--- src/rtl/result_packetizer_if.sv ---
// Bundle of the capture inputs and the byte-stream outputs of result_packetizer.
// The packetizer uses slave; the producer/consumer side uses master.
interface result_packetizer_if #(
  parameter int unsigned DROP_CNT_W = 8
);
  logic [21:0]           led_one;
  logic [21:0]           led_two;
  logic                  new_samples;
  logic [23:0]           spo2_in;
  logic [23:0]           hr_in;
  logic                  final_comp_complete;
  logic [7:0]            out_byte;
  logic                  out_valid;
  logic                  in_ready;
  logic                  busy;
  logic [DROP_CNT_W-1:0] drop_cnt;

  modport master (
    output led_one, led_two, new_samples, spo2_in, hr_in, final_comp_complete, in_ready,
    input  out_byte, out_valid, busy, drop_cnt
  );

  modport slave (
    input  led_one, led_two, new_samples, spo2_in, hr_in, final_comp_complete, in_ready,
    output out_byte, out_valid, busy, drop_cnt
  );
endinterface

--- src/rtl/result_packetizer.sv ---
// Frames LED sample sets and SpO2/HR results into 9-byte packets on a valid/ready byte
// stream, with one-deep latest-wins holding registers and a saturating overrun counter.
module result_packetizer #(
  parameter logic [7:0]  HEADER     = 8'hA5,
  parameter int unsigned DROP_CNT_W = 8
) (
  input  logic              clk,
  input  logic              reset,
  result_packetizer_if.slave bus
);
  localparam int unsigned PAYLOAD_W = 48;
  localparam int unsigned IDX_W     = 4;
  localparam int unsigned CNT_SUM_W = DROP_CNT_W + 1;
  localparam logic [IDX_W-1:0]      LAST_IDX  = IDX_W'(8);
  localparam logic [7:0]            TYPE_SAMP = 8'h01;
  localparam logic [7:0]            TYPE_RES  = 8'h02;
  localparam logic [DROP_CNT_W-1:0] DROP_MAX  = '1;

  typedef enum logic {S_IDLE, S_SEND} state_t;

  state_t                r_state;
  logic [PAYLOAD_W-1:0]  r_samp_hold;
  logic [PAYLOAD_W-1:0]  r_res_hold;
  logic                  r_samp_pend;
  logic                  r_res_pend;
  logic [PAYLOAD_W-1:0]  r_snap;
  logic [7:0]            r_type;
  logic [IDX_W-1:0]      r_idx;
  logic [7:0]            r_out_byte;
  logic                  r_out_valid;
  logic                  r_busy;
  logic [DROP_CNT_W-1:0] r_drop_cnt;

  logic [PAYLOAD_W-1:0]  w_samp_cap;
  logic [PAYLOAD_W-1:0]  w_res_cap;
  logic                  w_take_res;
  logic                  w_take_samp;
  logic                  w_samp_drop;
  logic                  w_res_drop;
  logic [CNT_SUM_W-1:0]  w_drop_sum;
  logic [DROP_CNT_W-1:0] w_drop_nxt;
  logic [7:0]            w_ck;
  logic [7:0]            w_cur_byte;
  logic [7:0]            w_next_byte;

  function automatic logic [7:0] byte_at(input logic [IDX_W-1:0]     idx,
                                         input logic [PAYLOAD_W-1:0] snap,
                                         input logic [7:0]           typ,
                                         input logic [7:0]           ck);
    logic [7:0] b;
    case (idx)
      IDX_W'(0): b = HEADER;
      IDX_W'(1): b = typ;
      IDX_W'(2): b = snap[47:40];
      IDX_W'(3): b = snap[39:32];
      IDX_W'(4): b = snap[31:24];
      IDX_W'(5): b = snap[23:16];
      IDX_W'(6): b = snap[15:8];
      IDX_W'(7): b = snap[7:0];
      IDX_W'(8): b = ck;
      default:   b = 8'h00;
    endcase
    return b;
  endfunction

  // Capture payloads and the IDLE-side hand-off of a pending holding register.
  always_comb begin
    w_samp_cap  = {{2{bus.led_one[21]}}, bus.led_one, {2{bus.led_two[21]}}, bus.led_two};
    w_res_cap   = {bus.spo2_in, bus.hr_in};
    w_take_res  = (r_state == S_IDLE) && r_res_pend;
    w_take_samp = (r_state == S_IDLE) && !r_res_pend && r_samp_pend;
    w_samp_drop = bus.new_samples && r_samp_pend && !w_take_samp;
    w_res_drop  = bus.final_comp_complete && r_res_pend && !w_take_res;
  end

  // Two simultaneous overwrites can add 2; the extra sum bit flags saturation.
  always_comb begin
    w_drop_sum = CNT_SUM_W'(r_drop_cnt) + CNT_SUM_W'(w_samp_drop) + CNT_SUM_W'(w_res_drop);
    w_drop_nxt = w_drop_sum[DROP_CNT_W] ? DROP_MAX : w_drop_sum[DROP_CNT_W-1:0];
  end

  always_comb begin
    w_ck        = r_type ^ r_snap[47:40] ^ r_snap[39:32] ^ r_snap[31:24]
                ^ r_snap[23:16] ^ r_snap[15:8] ^ r_snap[7:0];
    w_cur_byte  = byte_at(r_idx, r_snap, r_type, w_ck);
    w_next_byte = byte_at(r_idx + IDX_W'(1), r_snap, r_type, w_ck);
  end

  always_ff @(posedge clk) begin
    if (reset) begin
      r_state     <= S_IDLE;
      r_samp_hold <= '0;
      r_res_hold  <= '0;
      r_samp_pend <= 1'b0;
      r_res_pend  <= 1'b0;
      r_snap      <= '0;
      r_type      <= 8'h00;
      r_idx       <= '0;
      r_out_byte  <= 8'h00;
      r_out_valid <= 1'b0;
      r_busy      <= 1'b0;
      r_drop_cnt  <= '0;
    end else begin
      if (bus.new_samples) begin
        r_samp_hold <= w_samp_cap;
        r_samp_pend <= 1'b1;
      end else if (w_take_samp) begin
        r_samp_pend <= 1'b0;
      end

      if (bus.final_comp_complete) begin
        r_res_hold <= w_res_cap;
        r_res_pend <= 1'b1;
      end else if (w_take_res) begin
        r_res_pend <= 1'b0;
      end

      r_drop_cnt <= w_drop_nxt;

      // First SEND cycle only registers byte 0; later cycles advance on handshake.
      case (r_state)
        S_IDLE: begin
          if (r_res_pend || r_samp_pend) begin
            r_state <= S_SEND;
            r_busy  <= 1'b1;
            r_idx   <= '0;
            r_snap  <= r_res_pend ? r_res_hold : r_samp_hold;
            r_type  <= r_res_pend ? TYPE_RES : TYPE_SAMP;
          end
        end
        S_SEND: begin
          if (!r_out_valid) begin
            r_out_valid <= 1'b1;
            r_out_byte  <= w_cur_byte;
          end else if (bus.in_ready) begin
            if (r_idx == LAST_IDX) begin
              r_state     <= S_IDLE;
              r_busy      <= 1'b0;
              r_out_valid <= 1'b0;
              r_out_byte  <= 8'h00;
              r_idx       <= '0;
            end else begin
              r_idx      <= r_idx + IDX_W'(1);
              r_out_byte <= w_next_byte;
            end
          end
        end
        default: r_state <= S_IDLE;
      endcase
    end
  end

  assign bus.out_byte  = r_out_byte;
  assign bus.out_valid = r_out_valid;
  assign bus.busy      = r_busy;
  assign bus.drop_cnt  = r_drop_cnt;
endmodule

--- src/flat_wrapper.sv ---
// flat-port wrapper written by rule: the top's interface ports become plain ports
module result_packetizer_flat 
#(
  parameter logic [7:0]  HEADER     = 8'hA5,
  parameter int unsigned DROP_CNT_W = 8
)
  (clk, reset, bus_led_one, bus_led_two, bus_new_samples, bus_spo2_in, bus_hr_in, bus_final_comp_complete, bus_in_ready, bus_out_byte, bus_out_valid, bus_busy, bus_drop_cnt);
  result_packetizer_if #(.DROP_CNT_W(DROP_CNT_W)) bus_i ();
  input  logic clk;
  input  logic reset;
  input wire logic [$bits(bus_i.led_one)-1:0] bus_led_one;
  input wire logic [$bits(bus_i.led_two)-1:0] bus_led_two;
  input wire logic [$bits(bus_i.new_samples)-1:0] bus_new_samples;
  input wire logic [$bits(bus_i.spo2_in)-1:0] bus_spo2_in;
  input wire logic [$bits(bus_i.hr_in)-1:0] bus_hr_in;
  input wire logic [$bits(bus_i.final_comp_complete)-1:0] bus_final_comp_complete;
  input wire logic [$bits(bus_i.in_ready)-1:0] bus_in_ready;
  output wire logic [$bits(bus_i.out_byte)-1:0] bus_out_byte;
  output wire logic [$bits(bus_i.out_valid)-1:0] bus_out_valid;
  output wire logic [$bits(bus_i.busy)-1:0] bus_busy;
  output wire logic [$bits(bus_i.drop_cnt)-1:0] bus_drop_cnt;
  assign bus_i.led_one = bus_led_one;
  assign bus_i.led_two = bus_led_two;
  assign bus_i.new_samples = bus_new_samples;
  assign bus_i.spo2_in = bus_spo2_in;
  assign bus_i.hr_in = bus_hr_in;
  assign bus_i.final_comp_complete = bus_final_comp_complete;
  assign bus_i.in_ready = bus_in_ready;
  assign bus_out_byte = bus_i.out_byte;
  assign bus_out_valid = bus_i.out_valid;
  assign bus_busy = bus_i.busy;
  assign bus_drop_cnt = bus_i.drop_cnt;
  result_packetizer #(.HEADER(HEADER), .DROP_CNT_W(DROP_CNT_W)) u_core (.clk(clk), .reset(reset), .bus(bus_i));
endmodule
--- config.mk ---
export PLATFORM = sky130hd
export DESIGN_NAME = result_packetizer_flat
export DESIGN_NICKNAME = d
export VERILOG_FILES = /design/src/rtl/result_packetizer_if.sv /design/src/rtl/result_packetizer.sv /design/src/flat_wrapper.sv
export SDC_FILE = /design/constraint.sdc
export NUM_CORES = 1
export LEC_CHECK = 0
export BUFFER_PORTS_ARGS = -buffer_cell sky130_fd_sc_hd__buf_2
export CORE_MARGIN = 5
export CORE_UTILIZATION = 35
export CTS_CLUSTER_SIZE = 8
export DETAILED_ROUTE_END_ITERATION = 6
export PLACE_DENSITY = 0.59
export SYNTH_ARGS = -nofsm -noshare
export SYNTH_HDL_FRONTEND = slang
export SYNTH_SLANG_ARGS = --single-unit
--- constraint.sdc ---
create_clock -name clk -period 2.95 [get_ports clk]
set_input_delay 0.4425 -clock clk [delete_from_list [all_inputs] [get_ports clk]]
set_output_delay 0.4425 -clock clk [all_outputs]
set_load 0.1 [all_outputs]
; ---- Yosys cells after proc, flatten, opt, wreduce, memory -nomap -nowiden
; Index checks and enable logic that the tools add are counted.
; W data, S select, Z words.
[totals]
reg_bits = 175
in_bits = 97
elab_cells = 89
[op_classes]
addsub = 3
n_eq_ne = 21
muxes = 27
bitwise = 7
reduce_logical = 19
[ops]
columns = cell, n
row1 = $pmux W8 S9, 2
row2 = $mux W48, 1
row3 = $xor A8 B8 Y8, 6
row4 = $eq A4 B3 Y1 const B, 8
row5 = $mux W8, 4
row6 = $eq A4 B2 Y1 const B, 4
row7 = $mux W4, 4
row8 = $mux W1, 12
row9 = $ne A2 B2 Y1 const B, 5
row10 = $add A8 B1 Y9, 1
row11 = $add A9 B1 Y9, 1
row12 = $eq A4 B1 Y1 const B, 2
row13 = $eq A4 B4 Y1 const B, 2
row14 = $logic_not A4 Y1, 2
row15 = $pmux W4 S2, 1
row16 = $logic_and A1 B1 Y1, 7
row17 = $add A4 B1 Y4 const B, 1
row18 = $pmux W1 S2, 2
row19 = $reduce_and A2 Y1, 2
row20 = $reduce_and A4 Y1, 1
row21 = $reduce_bool A2 Y1, 2
row22 = $logic_not A1 Y1, 3
row23 = $reduce_and A3 Y1, 1
row24 = $mux W2, 1
row25 = other kinds (2), 2

; ---- Depth between registers and ports, before layout
; Gate-level depths: netlist of run 1.
[depth]
word_depth = 10
mapped_depth = 10
depth_no_buf = 8

; ---- Least setup slack after synthesis of run 1
; OpenSTA, ideal clock, no wires.
[synth_timing]
path_type = input port to flip-flop
start = in bus_final_comp_complete
end = reg u_core.r_drop_cnt[4], in the netlist u_core.bus.drop_cnt[4]
arrival_time_ns = 2.269
t_required_ns = 2.879
setup_slack_ns = 0.610
path_stages = 9
path_buffers = 2
cell_sequence = clkbuf_1 > buf_1 > nand3_1 > fa_1 > inv_1 > ha_1 > nand3_1 > xor2_1 > a21oi_1
[synth_via]
elab_chain_len = 4
[synth_lines]
columns = item, line
row1 = start: declaration, flat_wrapper.sv:16  ; input wire logic [$bits(bus_i.final_comp_complete)-1:0] bus_final_comp_complete;
row2 = $logic_and A1 B1 Y1 (2 in a row), result_packetizer.sv:73  ; w_res_drop = bus.final_comp_complete && r_res_pend && !w_take_res;
row3 = $add A9 B1 Y9, result_packetizer.sv:78  ; w_drop_sum = CNT_SUM_W'(r_drop_cnt) + CNT_SUM_W'(w_samp_drop) + CNT_SUM_W'(w_res_drop);
row4 = $mux W8, result_packetizer.sv:79  ; w_drop_nxt = w_drop_sum[DROP_CNT_W] ? DROP_MAX : w_drop_sum[DROP_CNT_W-1:0];
row5 = end signal: assignment, result_packetizer.sv:118  ; r_drop_cnt <= w_drop_nxt;
row6 = end: declaration, result_packetizer.sv:32  ; logic [DROP_CNT_W-1:0] r_drop_cnt;
; Every way passes these cells.
; A chain may end at the register's enable or synchronous reset.

; ---- Worst setup path in the final report of run 1
[layout_timing]
start = reg u_core.r_idx[0]
end = reg u_core.r_out_byte[1], in the netlist u_core.bus.out_byte[1]
[layout_via]
elab_chain_len = 6
[layout_lines]
columns = item, line
row1 = start: declaration, result_packetizer.sv:28  ; logic [IDX_W-1:0] r_idx;
row2 = start signal: assignment, result_packetizer.sv:143  ; r_idx <= r_idx + IDX_W'(1);
row3 = $add A4 B1 Y4, result_packetizer.sv:86  ; w_next_byte = byte_at(r_idx + IDX_W'(1), r_snap, r_type, w_ck);
row4 = "$eq A4 B4 Y1, or another cell as far along", result_packetizer.sv:51  ; case (idx)
row5 = $pmux W8 S9, result_packetizer.sv:51
row6 = $mux W8, result_packetizer.sv:136  ; if (r_idx == LAST_IDX) begin
row7 = $mux W8, result_packetizer.sv:135  ; end else if (bus.in_ready) begin
row8 = $mux W8 *, result_packetizer.sv:132  ; if (!r_out_valid) begin
row9 = end signal: assignment, result_packetizer.sv:134  ; r_out_byte <= w_cur_byte;
row10 = end signal: assignment, result_packetizer.sv:144  ; r_out_byte <= w_next_byte;
row11 = end: declaration, result_packetizer.sv:29  ; logic [7:0] r_out_byte;
; Every way passes the cells marked *; elsewhere a longest branch is shown, timed or not. The select of a mux whose other input is x is not followed.

==> impl_metrics.json, run 1 <==
{
  "area_growth_pct": 18.4,
  "p_leak_nw": 3.80,
  "ant_nets": 0,
  "power.density_nw_per_um2": 650,
  "synth_edf_count": 0,
  "status": "finished clean",
  "drtPass1Iterations": 6,
  "fin_ws_ns": 0.376,
  "dpl.hpwl_um": 15400,
  "placementRows": 54,
  "start_kind": "flop",
  "crit_type": "flop to flop",
  "syn_avg_cell_area_um2": 9.24,
  "hold_viol_final": 0,
  "cp-end-kind": "flop",
  "drcViolationCount": 0,
  "worstPathMaxFanout": 26,
  "yosysSeqAreaShare_pct": 42.8,
  "ys_types": 57,
  "synth_cells": 845,
  "post_cts_resized": 0,
  "chipWidth_um": 159,
  "antenna_cells": 0,
  "cts_buffers": 17,
  "arrival_ns": 2.91,
  "io_buffer_count": 114,
  "cts.sinks": 167,
  "worst_pin_slew_ns": 0.998,
  "setup_tns_ns": 0,
  "layout_common_cells": "dfxtp_1, nor2_1, mux2i_1, buf_2, a211oi_1",
  "worst_ep_required_time_ns": 3.29,
  "nNetsFinal": 1038,
  "layout_commonest_cell": "dfxtp_1",
  "die_h_um": 159,
  "syn_area_um2": 7810,
  "synth_seq_cells": 167,
  "via_count": 6613,
  "dpl-instance-area_um2": 8590,
  "ctsLongestPathBuffers": 2,
  "ir_worst_vdd_uv": 430,
  "rsz0062_at_grt": "false",
  "wl_per_cell_um": 17.8,
  "final_area_um2": 9250,
  "drv_slew": 0,
  "dieArea_um2": 25400,
  "finalSetupViolCount": 0,
  "fin_crit_sh_pct": 87.3,
  "dominantRegCellSynth": "dfxtp_1",
  "maxCapViolCount": 0,
  "cts_hold_buf": 0,
  "hold_ws_ns": 0.252,
  "grt_pass1_wl_um": 35600,
  "grt_pass1_vias": 6464,
  "path_clk_slew_ns": 0.07,
  "track_usage_pct": 17.1,
  "fill_cells": 2235,
  "hold_class": "primary input to flop",
  "preCtsSetupSlack_ns": 0.442,
  "synth_nets": 950,
  "cts_htree_levels": 4,
  "place.gp.congestion": 0.952,
  "post_cts_buffers": 0,
  "root_buffer": "clkbuf_16",
  "async_reset_ff_share_pct": 0,
  "final.min_clock_period_ns": 2.57,
  "grt_max_degree": 66,
  "fp.coreArea_um2": 21900,
  "viasPerCell": 5.39,
  "gr-total-overflow": 0,
  "ios": 115,
  "maxSlewHeadroom_pct": 33.5,
  "skew_ns": 0.00895,
  "layout-drive-gt1-share_pct": 18.7,
  "cts_tree": "built",
  "antenna_found_initial": 0,
  "clk_latency_ns": 0.42,
  "max_freq_ghz": 0.388,
  "drt_wl_total_um": 21800,
  "power_mw": 6.01,
  "yosysWarnings": 0,
  "start_util_pct": 35.7,
  "drtIter0Drc": 744
}
==> synth_stat cells (3+ instances only) <==
cell type  count  area (um2)
dfxtp_1      167        3340
nor2_1       163         612
mux2i_1      113        1130
a211oi_1      50         375
xnor2_1       37         324
a21oi_1       31         155
clkbuf_1      29         109
o22ai_1       28         175
buf_2         25         125
nand2_1       19        71.3
a22oi_1       18         135
a221oi_1      13         114
inv_1         11        41.3
o21ai_0       11        55.1
nand3_1       10        50.1
xor2_1        10        87.6
a222oi_1       9        90.1
a311oi_1       7        61.3
ha_1           7        87.6
nor3_1         7        35.0
o21ai_1        7        35.0
and3_1         6        37.5
a22o_1         5        43.8
buf_4          5        37.5
nor2b_1        5        31.3
a31oi_1        4        25.0
a21o_1         3        22.5
a32oi_1        3        26.3
buf_1          3        11.3
buf_6          3        33.8
nand4_1        3        18.8
o31ai_1        3        22.5
==> registers in the layout, summed over array words and instances (netlist names) <==
| register | flops |
|---|---|
| u_core.r_samp_pend | 1 |
| u_core.r_type | 2 |
| u_core.bus.busy | 1 |
| u_core.r_samp_hold | 44 |
| u_core.r_res_pend | 1 |
| u_core.bus.out_byte | 8 |
| u_core.bus.drop_cnt | 8 |
| u_core.bus.out_valid | 1 |
| u_core.r_idx | 4 |
| u_core.r_res_hold | 48 |
| u_core.r_snap | 48 |
| u_core.r_state | 1 |
==> report_power, final <==
group | leakage (nW) | switching (mW) | internal [mW]
registers | 1.38 | 0.170 | 2.42
clock network | 0.320 | 0.939 | 1.54
logic | 2.10 | 0.557 | 0.382
total | 3.80 | 1.67 | 4.34
==> metal layers <==
metal  wire length, um  part of all wire (%)  track usage, %  vias to the layer above
met5                 0                     0               0                        -
met4               593                   2.7            5.97                        0
met3              1240                   5.7            3.60                       34
met2              9800                    45            26.2                      229
met1             10100                    47            23.9                     3114
li1                  -                     -               -                     3236
==> layout make-up <==
class                           count  area [um2]  area share, %
Multi-Input combinational cell    598        4080           44.1
Sequential cell                   167        3340           36.2
Timing Repair Buffer              137         771           8.33
Clock buffer                       19         443           4.79
Tap cell                          280         350           3.79
Clock inverter                     13         218           2.35
Inverter                           12        45.0          0.487
==> worst max-delay path, cell delays in order (launching register included) <==
cell and delay (ns):
dfxtp_1 0.38, inv_1 0.16, ha_1 0.84, nor4_1 0.19
or3_4 0.40, a211oi_1 0.19, nor2_1 0.06, a311oi_1 0.26
==> stage by stage <==
step	std cells	utilization [%]
floorplan	845	-
global placement	1194	39.2
detailed placement	1194	39.2
CTS	1226	42.2
global route	1226	42.2
finish	1226	42.2
==> kinds of logic (layout without fill, tap and decap cells) <==
family          Yosys count  after routing  share of synthesized area [%]
simple gates            224            224                           12.0
compound gates          201            201                           18.1
flops                   167            167                           42.8
mux                     116            116                           14.9
buf+inv                  80            181                           5.05
xor+xnor                 49             49                           5.69
fa+ha+maj                 8              8                           1.38
==> worst paths after layout <==
path                                                     startpoint                                  end  slack (ns)  depth (start not counted)
worst min-delay path                                  bus_hr_in[18]   u_core.r_res_hold[18]$_SDFFE_PP0P_        0.25                          3
worst min register to register  u_core.bus.out_byte[0]$_SDFFE_PP0P_  u_core.bus.out_byte[0]$_SDFFE_PP0P_        0.49                          2
worst max-delay path                   u_core.r_idx[0]$_SDFFE_PP0P_  u_core.bus.out_byte[1]$_SDFFE_PP0P_        0.38                          7
worst max register to register         u_core.r_idx[0]$_SDFFE_PP0P_  u_core.bus.out_byte[1]$_SDFFE_PP0P_        0.38                          7
(Power assumes the default switching activity.)
==> inputs of run 2 (changes only) <==
--- a/config.mk
+++ b/config.mk
@@ -7,10 +7,10 @@
 export LEC_CHECK = 0
 export BUFFER_PORTS_ARGS = -buffer_cell sky130_fd_sc_hd__buf_2
 export CORE_MARGIN = 5
-export CORE_UTILIZATION = 35
+export CORE_UTILIZATION = 57
 export CTS_CLUSTER_SIZE = 8
 export DETAILED_ROUTE_END_ITERATION = 6
-export PLACE_DENSITY = 0.59
+export PLACE_DENSITY = 0.86
 export SYNTH_ARGS = -nofsm -noshare
 export SYNTH_HDL_FRONTEND = slang
 export SYNTH_SLANG_ARGS = --single-unit
==> impl_metrics.json, run 2 (synthesis results as in run 1) <==
{
  "ant_nets": 0,
  "clk_latency_ns": 0.42,
  "status": "finished clean",
  "chipWidth_um": 127,
  "via_count": 6831,
  "skew_ns": 0.00509,
  "grt_max_degree": 66,
  "dieArea_um2": 16100,
  "crit_type": "flop to flop",
  "fill_cells": 1053,
  "fp.coreArea_um2": 13300,
  "worst_ep_required_time_ns": 3.28,
  "gr-total-overflow": 0,
  "place.gp.congestion": 0.981,
  "die_h_um": 127,
  "cts_buffers": 17,
  "top_regs": "u_core.r_res_hold (48), u_core.r_snap (48), u_core.r_samp_hold (44)",
  "layout_commonest_cell": "dfxtp_1",
  "grt_pass1_wl_um": 33300,
  "viasPerCell": 6.09,
  "worst_pin_slew_ns": 0.973,
  "layout-drive-gt1-share_pct": 18.5,
  "placementRows": 42,
  "drv_slew": 0,
  "arrival_ns": 2.93,
  "area_growth_pct": 15.8,
  "track_usage_pct": 25.6,
  "r2r_slack_ns": 0.36,
  "fin_crit_sh_pct": 87.9,
  "path_clk_slew_ns": 0.06,
  "ir_worst_vdd_uv": 446,
  "drt_wl_total_um": 20900,
  "hold_viol_final": 0,
  "nNetsFinal": 1037,
  "start_util_pct": 58.5,
  "maxCapViolCount": 0,
  "post_cts_buffers": 0,
  "worstReg2RegEnd": "u_core.bus.out_byte[1]$_SDFFE_PP0P_",
  "ios": 115,
  "multi_input_comb_area_um2": 4080,
  "ctsLongestPathBuffers": 2,
  "setup_tns_ns": 0,
  "whs_endpoint": "u_core.r_samp_hold[7]$_SDFFE_PP0P_",
  "cts_htree_levels": 4,
  "antenna_cells": 0,
  "io_buffer_count": 114,
  "holdPathStages": 3,
  "cp-end-kind": "flop",
  "max_freq_ghz": 0.386,
  "cts_hold_buf": 0,
  "start_kind": "flop",
  "wl_per_cell_um": 18.7,
  "worstPathMaxFanout": 27,
  "grt_pass1_vias": 6581,
  "hold_ws_ns": 0.252,
  "dpl.hpwl_um": 14600,
  "timing.rr.start": "u_core.r_idx[0]$_SDFFE_PP0P_",
  "power.density_nw_per_um2": 642,
  "drtIter0Drc": 720,
  "drcViolationCount": 0,
  "final.min_clock_period_ns": 2.59,
  "register_area_um2": 3340,
  "reg2regPathDepth": 7,
  "post_cts_resized": 0,
  "root_buffer": "clkbuf_16",
  "cts_tree": "built",
  "antenna_found_initial": 0,
  "hp-start": "bus_led_two[7]",
  "cts.sinks": 167,
  "drtPass1Iterations": 6,
  "finalSetupViolCount": 0,
  "maxSlewHeadroom_pct": 35.2,
  "preCtsSetupSlack_ns": 0.517,
  "p_leak_nw": 3.76,
  "layout_common_cells": "dfxtp_1, nor2_1, mux2i_1, buf_2, a211oi_1",
  "hold_class": "primary input to flop",
  "rsz0062_at_grt": "false",
  "fin_ws_ns": 0.356
}
## run 2: worst max-delay path, stage by stage (launching register included)
cell,delay (ns)
dfxtp_1,0.37
inv_1,0.16
ha_1,0.82
a222oi_1,0.29
mux2_1,0.36
o22ai_1,0.17
o21ai_1,0.10
a311oi_1,0.22
## run 2: layer usage
metal | global-route usage [%] | share of wire (%) | wire length [um] | vias to the layer above
li1 | - | - | - | 3241
met3 | 5.76 | 8.4 | 1750 | 60
met2 | 39.3 | 45 | 9440 | 320
met1 | 34.5 | 43 | 8980 | 3210
met4 | 11.8 | 3.7 | 765 | 0
met5 | 0.619 | 0 | 0 | -
## run 2: report_power, final
group	internal, mW	switching (mW)	total, mW
Clock	1.38	0.891	2.27
Sequential	2.42	0.180	2.60
Combinational	0.381	0.557	0.938
## run 2: worst max-delay path by stage
stage / start / endpoint / slack, ns / cells after the start
2_1_floorplan: bus_final_comp_complete / u_core.bus.drop_cnt[4]$_SDFF_PP0_ / 0.61 / 9
3_3_place_gp: u_core.r_idx[0]$_SDFFE_PP0P_ / u_core.bus.out_byte[1]$_SDFFE_PP0P_ / 0.50 / 7
3_5_place_dp: u_core.r_idx[0]$_SDFFE_PP0P_ / u_core.bus.out_byte[1]$_SDFFE_PP0P_ / 0.52 / 7
4_1_cts: u_core.r_idx[0]$_SDFFE_PP0P_ / u_core.bus.out_byte[1]$_SDFFE_PP0P_ / 0.46 / 7
5_1_grt: u_core.r_idx[1]$_SDFFE_PP0P_ / u_core.bus.out_byte[1]$_SDFFE_PP0P_ / 0.22 / 6
6_report: u_core.r_idx[0]$_SDFFE_PP0P_ / u_core.bus.out_byte[1]$_SDFFE_PP0P_ / 0.36 / 7
## run 2: layout make-up
cell class	count	area share [%]
sequential	167	37.0
multi-input combinational	598	45.1
inverter	12	0.498
clock buffer	21	5.09
clock inverter	11	1.62
tap	176	2.43
timing repair buffer	136	8.30
## run 2: per-stage QoR
step	cell area (um2)	utilization, %	std cells	power [mW]
after CTS	9040	67.8	1121	5.80
after global routing	9040	67.8	1121	6.02
after floorplan	7810	-	845	3.29
after detailed placement	8440	63.2	1089	3.56
final	9040	67.8	1121	5.81
after global placement	8440	63.2	1089	3.54
==> inputs of run 3 (changes only) <==
--- a/config.mk
+++ b/config.mk
@@ -7,10 +7,12 @@
 export LEC_CHECK = 0
 export BUFFER_PORTS_ARGS = -buffer_cell sky130_fd_sc_hd__buf_2
 export CORE_MARGIN = 5
-export CORE_UTILIZATION = 57
+export CORE_UTILIZATION = 59
+export CTS_BUF_LIST = sky130_fd_sc_hd__clkbuf_2
 export CTS_CLUSTER_SIZE = 8
 export DETAILED_ROUTE_END_ITERATION = 6
-export PLACE_DENSITY = 0.86
+export PLACE_DENSITY = 0.88
+export SLEW_MARGIN = 20
 export SYNTH_ARGS = -nofsm -noshare
 export SYNTH_HDL_FRONTEND = slang
 export SYNTH_SLANG_ARGS = --single-unit
==> impl_metrics.json, run 3 (synthesis results as in run 1) <==
{
  "top_regs": "u_core.r_res_hold (48), u_core.r_snap (48), u_core.r_samp_hold (44)",
  "cts.sinks": 167,
  "multi_input_comb_area_um2": 4080,
  "utilization_pct": 73.5,
  "final_area_um2": 9610,
  "arrival_ns": 3.35,
  "routed-wl-met3_um": 2350,
  "fp.coreArea_um2": 13100,
  "grt_pass1_wl_um": 40800,
  "layout-drive-gt1-share_pct": 16.5,
  "register_area_um2": 3340,
  "nNetsFinal": 1126,
  "dieArea_um2": 15600,
  "power.density_nw_per_um2": 528,
  "post_cts_buffers": 0,
  "dpl.hpwl_um": 14400,
  "fin_crit_sh_pct": 91.3,
  "path_clk_slew_ns": 0.22,
  "ir_worst_vdd_uv": 413,
  "dpl-instance-area_um2": 8410,
  "cpMostUsedCell": "a21oi_1",
  "layout_commonest_cell": "dfxtp_1",
  "reg2regPathDepth": 8,
  "io_buffer_count": 114,
  "p_leak_nw": 4.00,
  "start_kind": "flop",
  "root_buffer": "clkbuf_2",
  "cp-end-kind": "flop",
  "viasPerCell": 6.25,
  "hp-start": "bus_in_ready",
  "status": "finished clean",
  "worstPathMaxFanout": 25,
  "r2r_slack_ns": 0.26,
  "grt_pass1_vias": 7703,
  "die_h_um": 125,
  "wl_per_cell_um": 21.0,
  "cp_slowest_stage_delay_ns": 0.56,
  "timing.rr.start": "u_core.r_idx[0]$_SDFFE_PP0P_",
  "drtIter0Drc": 914,
  "wl_met1_um": 9410,
  "crit_chain": "inv_1, ha_1, a222oi_1, a21oi_1, a221oi_1, o21ai_0, a21oi_1, a211oi_1",
  "drcViolationCount": 0,
  "crit_type": "flop to flop",
  "worst_ep_required_time_ns": 3.61,
  "maxSlewHeadroom_pct": 34.0,
  "start_util_pct": 59.7,
  "worst_pin_slew_ns": 0.990,
  "worstReg2RegEnd": "u_core.bus.out_byte[2]$_SDFFE_PP0P_",
  "layout_common_cells": "dfxtp_1, nor2_1, mux2i_1, buf_2, dlygate4sd3_1",
  "finalSetupViolCount": 0,
  "ant_nets": 0,
  "chipWidth_um": 125,
  "setup_tns_ns": 0,
  "path_buf_inv": 1,
  "route.met2.wl_um": 11900,
  "grt_max_degree": 87,
  "rsz0062_at_grt": "false",
  "placementRows": 42,
  "gr-total-overflow": 0,
  "top_layer": "met4",
  "clk_latency_ns": 0.78,
  "ios": 115,
  "hold_viol_final": 0,
  "drt_wl_total_um": 25500,
  "place.gp.congestion": 0.992,
  "hold_class": "primary input to flop",
  "crit_slowest_cell": "ha_1",
  "cts_htree_levels": 4,
  "fill_cells": 827,
  "via_count": 7568,
  "whs_endpoint": "u_core.r_state$_SDFF_PP0_",
  "cts_buffers": 17,
  "max_freq_ghz": 0.371,
  "final.min_clock_period_ns": 2.69,
  "area_growth_pct": 23.1,
  "maxCapViolCount": 0,
  "drtPass1Iterations": 7,
  "hold_ws_ns": 0.0845,
  "skew_ns": 0.0391,
  "path_delay_family": "compound AO/OA/AOI/OAI gates",
  "drv_slew": 0,
  "ctsLongestPathBuffers": 2,
  "track_usage_pct": 32.5,
  "cts_tree": "built",
  "holdPathStages": 4,
  "antenna_found_initial": 2
}
## run 3: worst max-delay path by stage
| stage | depth (start not counted) | end | startpoint | slack [ns] |
|---|---|---|---|---|
| detailed placement | 9 | u_core.bus.out_byte[2]$_SDFFE_PP0P_ | u_core.r_idx[0]$_SDFFE_PP0P_ | 0.45 |
| global placement | 9 | u_core.bus.out_byte[2]$_SDFFE_PP0P_ | u_core.r_idx[0]$_SDFFE_PP0P_ | 0.51 |
| floorplan | 9 | u_core.bus.drop_cnt[4]$_SDFF_PP0_ | bus_final_comp_complete | 0.61 |
| CTS | 9 | u_core.bus.out_byte[2]$_SDFFE_PP0P_ | u_core.r_idx[0]$_SDFFE_PP0P_ | 0.41 |
| finish | 8 | u_core.bus.out_byte[2]$_SDFFE_PP0P_ | u_core.r_idx[0]$_SDFFE_PP0P_ | 0.26 |
| global route | 8 | u_core.bus.out_byte[2]$_SDFFE_PP0P_ | u_core.r_idx[0]$_SDFFE_PP0P_ | 0.14 |
## run 3: per-stage QoR
step           worst slack [ns]  cells  total power [mW]
4_1_cts                   0.406   1209              4.96
3_5_place_dp              0.451   1085              3.55
3_3_place_gp              0.508   1085              3.53
5_1_grt                   0.135   1211              5.25
6_report                  0.258   1211              5.08
2_1_floorplan             0.610    845              3.29
## run 3: layer usage
layer  vias to the layer above  global-route usage [%]
li1                       3413                       -
met1                      3503                    37.2
met2                       511                    53.1
met3                       141                    8.66
met4                         0                    22.2
met5                         -                       0
## run 3: layout make-up
class / instances / area share [%]
Timing Repair Buffer: 225 / 17.2
Multi-Input combinational cell: 598 / 42.4
Inverter: 12 / 0.469
Sequential cell: 167 / 34.8
Clock inverter: 12 / 1.82
Antenna cell: 2 / 0.0521
Tap cell: 176 / 2.29
Clock buffer: 19 / 0.989
## run 3: worst reg2reg max path: stages (launching register included)
cell      delay (ns)
dfxtp_1         0.51
inv_1           0.16
ha_1            0.57
a222oi_1        0.53
a21oi_1         0.14
a221oi_1        0.29
o21ai_0         0.12
a21oi_1         0.19
a211oi_1        0.09
## run 3: timing repair
action,4_1_cts,5_1_grt
endpoints found under the hold margin,93,0
hold buffers,93,0
gates resized for setup,0,0
## run 3: power by group
part           internal [mW]  total [mW]  switching (mW)
clock                  0.562        1.39           0.828
combinational          0.458        1.07           0.613
sequential              2.42        2.61           0.191
